File: config.mk
export PLATFORM = sky130hd
export DESIGN_NAME = uart_tx_arbiter
export DESIGN_NICKNAME = d
export VERILOG_FILES = /design/src/rtl/uart_tx_arbiter.sv
export SDC_FILE = /design/constraint.sdc
export NUM_CORES = 1
export LEC_CHECK = 0
export ABC_AREA = 1
export BUFFER_PORTS_ARGS = -buffer_cell sky130_fd_sc_hd__clkbuf_2
export CORE_ASPECT_RATIO = 0.75
export CORE_MARGIN = 2
export CORE_UTILIZATION = 46
export DETAILED_ROUTE_END_ITERATION = 16
export GPL_ROUTABILITY_DRIVEN = 1
export MAX_ROUTING_LAYER = met4
export PLACE_DENSITY_LB_ADDON = 0.3
export REMOVE_ABC_BUFFERS = 1
export SETUP_SLACK_MARGIN = 0.02
export SYNTH_ARGS = -nofsm -noshare
export SYNTH_HDL_FRONTEND = slang
export SYNTH_SLANG_ARGS = --single-unit
File: constraint.sdc
create_clock -name i_Clock -period 2.8 [get_ports i_Clock]
set_input_delay 0.14 -clock i_Clock [delete_from_list [all_inputs] [get_ports i_Clock]]
set_output_delay 0.14 -clock i_Clock [all_outputs]
set_load 0.03 [all_outputs]
File: src/rtl/uart_tx_arbiter.sv
// ----------------------------------------------------------------------------
// uart_tx_arbiter
//
// Shares one UART transmitter between NUM_REQ byte producers. Every producer
// owns a one-deep holding register. A round-robin scheduler launches one full
// register at a time into the transmitter with a single-cycle data-valid
// pulse. It then waits for the transmitter's done pulse, and after that for
// GAP_CYCLES idle clocks, before it serves anyone else. Only one byte is ever
// outstanding at the transmitter.
//
// Ports
//   i_Clock      system clock, everything on the rising edge
//   i_Reset      synchronous active-high reset, overrides everything
//   i_Req_DV     per-requester byte valid, taken when o_Req_Ready bit is high
//   i_Req_Byte   requester k byte on bits [k*DATA_W +: DATA_W]
//   o_Req_Ready  holding register k is empty
//   o_Tx_DV      one-cycle launch pulse to the transmitter
//   o_Tx_Byte    launched byte, held until the next launch
//   i_Tx_Done    transmitter done pulse; ignored unless waiting for it
//   o_Grant_Id   requester being served / last served
//   o_Busy       high from launch until the end of the post-done gap
// ----------------------------------------------------------------------------
module uart_tx_arbiter #(
  parameter int NUM_REQ    = 4,
  parameter int DATA_W     = 8,
  parameter int GAP_CYCLES = 2
) (
  input  logic                       i_Clock,
  input  logic                       i_Reset,
  input  logic [NUM_REQ-1:0]         i_Req_DV,
  input  logic [NUM_REQ*DATA_W-1:0]  i_Req_Byte,
  output logic [NUM_REQ-1:0]         o_Req_Ready,
  output logic                       o_Tx_DV,
  output logic [DATA_W-1:0]          o_Tx_Byte,
  input  logic                       i_Tx_Done,
  output logic [$clog2(NUM_REQ)-1:0] o_Grant_Id,
  output logic                       o_Busy
);

  localparam int ID_W = $clog2(NUM_REQ);

  typedef enum logic [1:0] {
    ST_IDLE      = 2'd0,
    ST_WAIT_DONE = 2'd1,
    ST_GAP       = 2'd2
  } state_t;

  state_t              state_reg, state_next;
  logic                hold_full_reg [NUM_REQ];
  logic [DATA_W-1:0]   hold_byte_reg [NUM_REQ];
  logic [NUM_REQ-1:0]  hold_full;
  logic [ID_W-1:0]     ptr_reg, ptr_next;
  logic [ID_W-1:0]     grant_reg, grant_next;
  logic [ID_W-1:0]     pick, cand;
  logic [7:0]          gap_reg, gap_next;
  logic                busy_reg, busy_next;
  logic                tx_dv_reg, tx_dv_next;
  logic [DATA_W-1:0]   tx_byte_reg, tx_byte_next;
  logic                any_full;
  logic                launch;

  // --------------------------------------------------------------------------
  // Holding registers. A launch empties the register it reads. The producer
  // cannot refill that register on the same edge, because its ready bit was
  // low while the register was full.
  // --------------------------------------------------------------------------
  for (genvar gi = 0; gi < NUM_REQ; gi++) begin : g_hold
    always_ff @(posedge i_Clock) begin
      if (i_Reset) begin
        hold_full_reg[gi] <= 1'b0;
        hold_byte_reg[gi] <= '0;
      end else if (launch && (pick == ID_W'(gi))) begin
        hold_full_reg[gi] <= 1'b0;
      end else if (i_Req_DV[gi] && !hold_full_reg[gi]) begin
        hold_full_reg[gi] <= 1'b1;
        hold_byte_reg[gi] <= i_Req_Byte[gi*DATA_W +: DATA_W];
      end
    end

    assign hold_full[gi]   = hold_full_reg[gi];
    assign o_Req_Ready[gi] = ~hold_full_reg[gi];
  end

  assign any_full = |hold_full;

  // --------------------------------------------------------------------------
  // Round-robin pick: the first full register found searching upward from
  // ptr+1, wrapping at NUM_REQ. The loop runs from the farthest candidate to
  // the nearest, so the nearest full candidate is the last assignment and
  // therefore wins.
  // --------------------------------------------------------------------------
  always_comb begin
    pick = '0;
    cand = '0;
    for (int i = NUM_REQ; i >= 1; i--) begin
      cand = ID_W'((int'(ptr_reg) + i) % NUM_REQ);
      if (hold_full[cand]) begin
        pick = cand;
      end
    end
  end

  // --------------------------------------------------------------------------
  // Scheduler FSM: next state and next outputs.
  // --------------------------------------------------------------------------
  always_comb begin
    state_next   = state_reg;
    gap_next     = gap_reg;
    busy_next    = busy_reg;
    tx_dv_next   = 1'b0;
    tx_byte_next = tx_byte_reg;
    grant_next   = grant_reg;
    ptr_next     = ptr_reg;
    launch       = 1'b0;

    unique case (state_reg)
      ST_IDLE: begin
        if (any_full) begin
          launch       = 1'b1;
          tx_dv_next   = 1'b1;
          tx_byte_next = hold_byte_reg[pick];
          grant_next   = pick;
          ptr_next     = pick;
          busy_next    = 1'b1;
          state_next   = ST_WAIT_DONE;
        end
      end

      ST_WAIT_DONE: begin
        if (i_Tx_Done) begin
          if (GAP_CYCLES == 0) begin
            busy_next  = 1'b0;
            state_next = ST_IDLE;
          end else begin
            gap_next   = 8'(GAP_CYCLES);
            state_next = ST_GAP;
          end
        end
      end

      ST_GAP: begin
        // The count value 1 marks the last idle clock of the gap.
        if (gap_reg <= 8'd1) begin
          gap_next   = 8'd0;
          busy_next  = 1'b0;
          state_next = ST_IDLE;
        end else begin
          gap_next = gap_reg - 8'd1;
        end
      end

      default: begin
        state_next = ST_IDLE;
      end
    endcase
  end

  // --------------------------------------------------------------------------
  // State and output registers. The reset value of ptr_reg is NUM_REQ-1, so
  // requester 0 wins the first arbitration after reset.
  // --------------------------------------------------------------------------
  always_ff @(posedge i_Clock) begin
    if (i_Reset) begin
      state_reg   <= ST_IDLE;
      gap_reg     <= 8'd0;
      busy_reg    <= 1'b0;
      tx_dv_reg   <= 1'b0;
      tx_byte_reg <= '0;
      grant_reg   <= '0;
      ptr_reg     <= ID_W'(NUM_REQ - 1);
    end else begin
      state_reg   <= state_next;
      gap_reg     <= gap_next;
      busy_reg    <= busy_next;
      tx_dv_reg   <= tx_dv_next;
      tx_byte_reg <= tx_byte_next;
      grant_reg   <= grant_next;
      ptr_reg     <= ptr_next;
    end
  end

  assign o_Tx_DV    = tx_dv_reg;
  assign o_Tx_Byte  = tx_byte_reg;
  assign o_Grant_Id = grant_reg;
  assign o_Busy     = busy_reg;

endmodule

==> run summary <==
Register area share after synthesis - 0.509
DP Wirelength - 4.94 mm
Post-CTS setup buffer count - 0
Slowest cell on crit path - dfxtp_1
Synthesized instance count - 394
Outcome - finished, final reports clean
Yosys top cell by area - edfxtp_1
Worst Path Max Fanout - 17
Area Overhead vs Synth - 19.6%
Drt pass-1 iters - 4
Post-Syn Area per Cell - 7.78 um^2
Final instance area - 0.00367 mm^2
Clock slew at reported path FFs - 0.07 ns
DR DRC count - 0
Die area - 0.00734 mm^2
Hold Buf Count CTS - 1
Total CTS buffers - 9
Post-route ant nets - 0
Vias in the first global route - 2299
Post-Synthesis Cell Area - 0.00307 mm^2
Clk Latency, worst-skew pair - 0.34 ns
Maximum clock insertion buffer count - 2
H-Tree Depth - 3
Die height - 74.7 um
Worst EP arrival - 2.19 ns
Initial Utilization - 0.481
CTS tree - yes
Core ar. - 0.00638 mm^2
Achievable Freq - 468 MHz
Peak supply drop - 0.000418 V
Place WS - 0.696 ns
Synth area leaders - edfxtp_1 (35%), dfxtp_1 (16%), inv_1 (12%)
PnR worst setup slack - 0.664 ns
Hold WC Path Type - in -> reg
Critical Path Sink - hold_full_reg[1]
Core Rows - 25
GPL Wtd Cong - 0.870
Reg-to-Reg Start - ptr_reg[0]
Diodes inserted - 0
Layout cell share with drive strength beyond 1 - 0.196
Final setup viols - 0
Post-synth top flop - edfxtp_1
Crit path launch - ptr_reg[0]
RSZ-0062 raised after global routing - no
Most frequent cells in the layout - inv_1 (99), nor2_1 (67), nand2_1 (58), clkbuf_2 (54), nand3_1 (44)
WP buf/inv - 3
R2r setup slk - 0.66 ns
Num ports - 55
Number of library cell types mapped by synthesis - 33
Final Hold Viols - 0
Total power - 4.29 mW
Crit Path Class - reg -> reg
Final WL - 6.53 mm
WHS - 0.0895 ns
Commonest non-fill, non-tap cell in the layout - inv_1
Crit path top cell by count - nand2_1
Routed vias - 2551
Final worst path period share - 0.763
Grt total ovfl - 0
Fraction of registers with async set/reset - 0
R2R Path End - hold_full_reg[1]
Total GRT Usage - 0.198
Number of port buffers - 54
CTS root buf - clkbuf_8
Worst Tran Pin Value - 1.14 ns
Slew headroom - 0.235
Setup Skew - 0.00407 ns
Critical Path RT - 2.85 ns
Iteration-0 DRC count of the detailed router - 226
Warning count from the yosys run - 0
Max-Cap Viols - 0
Type of element capturing the critical path - register
Via density per instance - 4.72
Critical Path Stages - 12
Leakage power - 1.92 nW
Initial antenna violation count - 0
CP startpoint kind - register
Number of flip-flops in the largest register - 32
CTS sink count - 60
Drt wl/cell - 12.1 um
Max-slew violation count - 0
CTS resizes - 0
EDFF count, synth - 36
Largest net degree at the start of global routing - 23
CP Cell Sequence - inv_6 > nand2_1 > nand2_1 > nand2_1 > nand2_1 > nand2_2 > nand3_4 > nand2_4 > inv_1 > nor2_1 > inv_1 > o21bai_1
Synth top area share - 0.353
Die Wd - 98.3 um
Register bit total from synthesis - 60
Delay-heaviest family, CP - simple AND/OR/NAND/NOR gates
Pwr/cell area - 1170 mW/mm^2
Layout Nets - 496
DP Area - 0.00341 mm^2
Setup TNS - 0 ns
Fin crit period - 2.14 ns
Slowest stage delay, CP - 0.52 ns
Global-route wire length before repair - 10.8 mm
R2R cell count - 12
## area by class of cell
type	count	area [um^2]
Timing Repair Buffer	59	310
Tap cell	81	101
Clock inverter	6	111
Clock buffer	10	138
Multi-Input combinational cell	221	1050
Fill cell	598	2710
Inverter	104	395
Sequential cell	60	1560
## Yosys cell counts, drive strengths merged (2+ instances only)
| cell | number |
|---|---|
| a21oi | 5 |
| edfxtp | 36 |
| o211ai | 3 |
| o21ai | 9 |
| a211oi | 2 |
| nor3 | 6 |
| buf | 5 |
| dfxtp | 24 |
| xor2 | 2 |
| o21bai | 4 |
| nor2 | 67 |
| xnor2 | 2 |
| ha | 2 |
| clkbuf | 4 |
| nand2 | 67 |
| inv | 104 |
| nand3 | 45 |
## metrics by stage
stage | utilization | std cells
after detailed placement | 0.534 | 524
final | 0.575 | 541
after global placement | 0.534 | 524
after floorplan | - | 385
after CTS | 0.575 | 541
after global routing | 0.575 | 541
## where the power goes
group	total, mW	switching, mW	internal (mW)
Clock	0.957	0.342	0.615
Sequential	1.30	0.131	1.17
Combinational	2.03	1.37	0.654
## worst min-delay path by stage
stage	from	to	slack, ns	cells past startpoint
floorplan	i_Reset	gap_reg[6]	0.21	1
global placement	i_Tx_Done	state_reg[0]	0.33	2
detailed placement	i_Tx_Done	state_reg[0]	0.34	2
CTS	i_Req_Byte[20]	hold_byte_reg[2][4]	0.08	3
global route	i_Req_Byte[20]	hold_byte_reg[2][4]	0.08	3
finish	i_Req_Byte[20]	hold_byte_reg[2][4]	0.09	3
## per-layer routing
layer,global-route usage,vias to the layer above,share of wire
met2,0.280,94,0.42
met4,0.0670,0,0.018
li1,-,1333,-
met5,-,-,0
met1,0.270,1112,0.47
met3,0.0659,12,0.092
## cell families after synthesis
logic type,share of synthesized area
buf+inv,0.148
simple gates,0.273
xor+xnor,0.0114
flops,0.509
compound gates,0.0506
fa+ha+maj,0.00816
## worst reg2reg max path, cell delays in order, from the launching register on
cell and delay (ns):
dfxtp_1 0.52, inv_6 0.09, nand2_1 0.08, nand2_1 0.08, nand2_1 0.09, nand2_1 0.07, nand2_2 0.11, nand3_4 0.19
nand2_4 0.24, inv_1 0.10, nor2_1 0.09, inv_1 0.06, o21bai_1 0.13
Note: power is estimated with default switching activity, not from simulation.
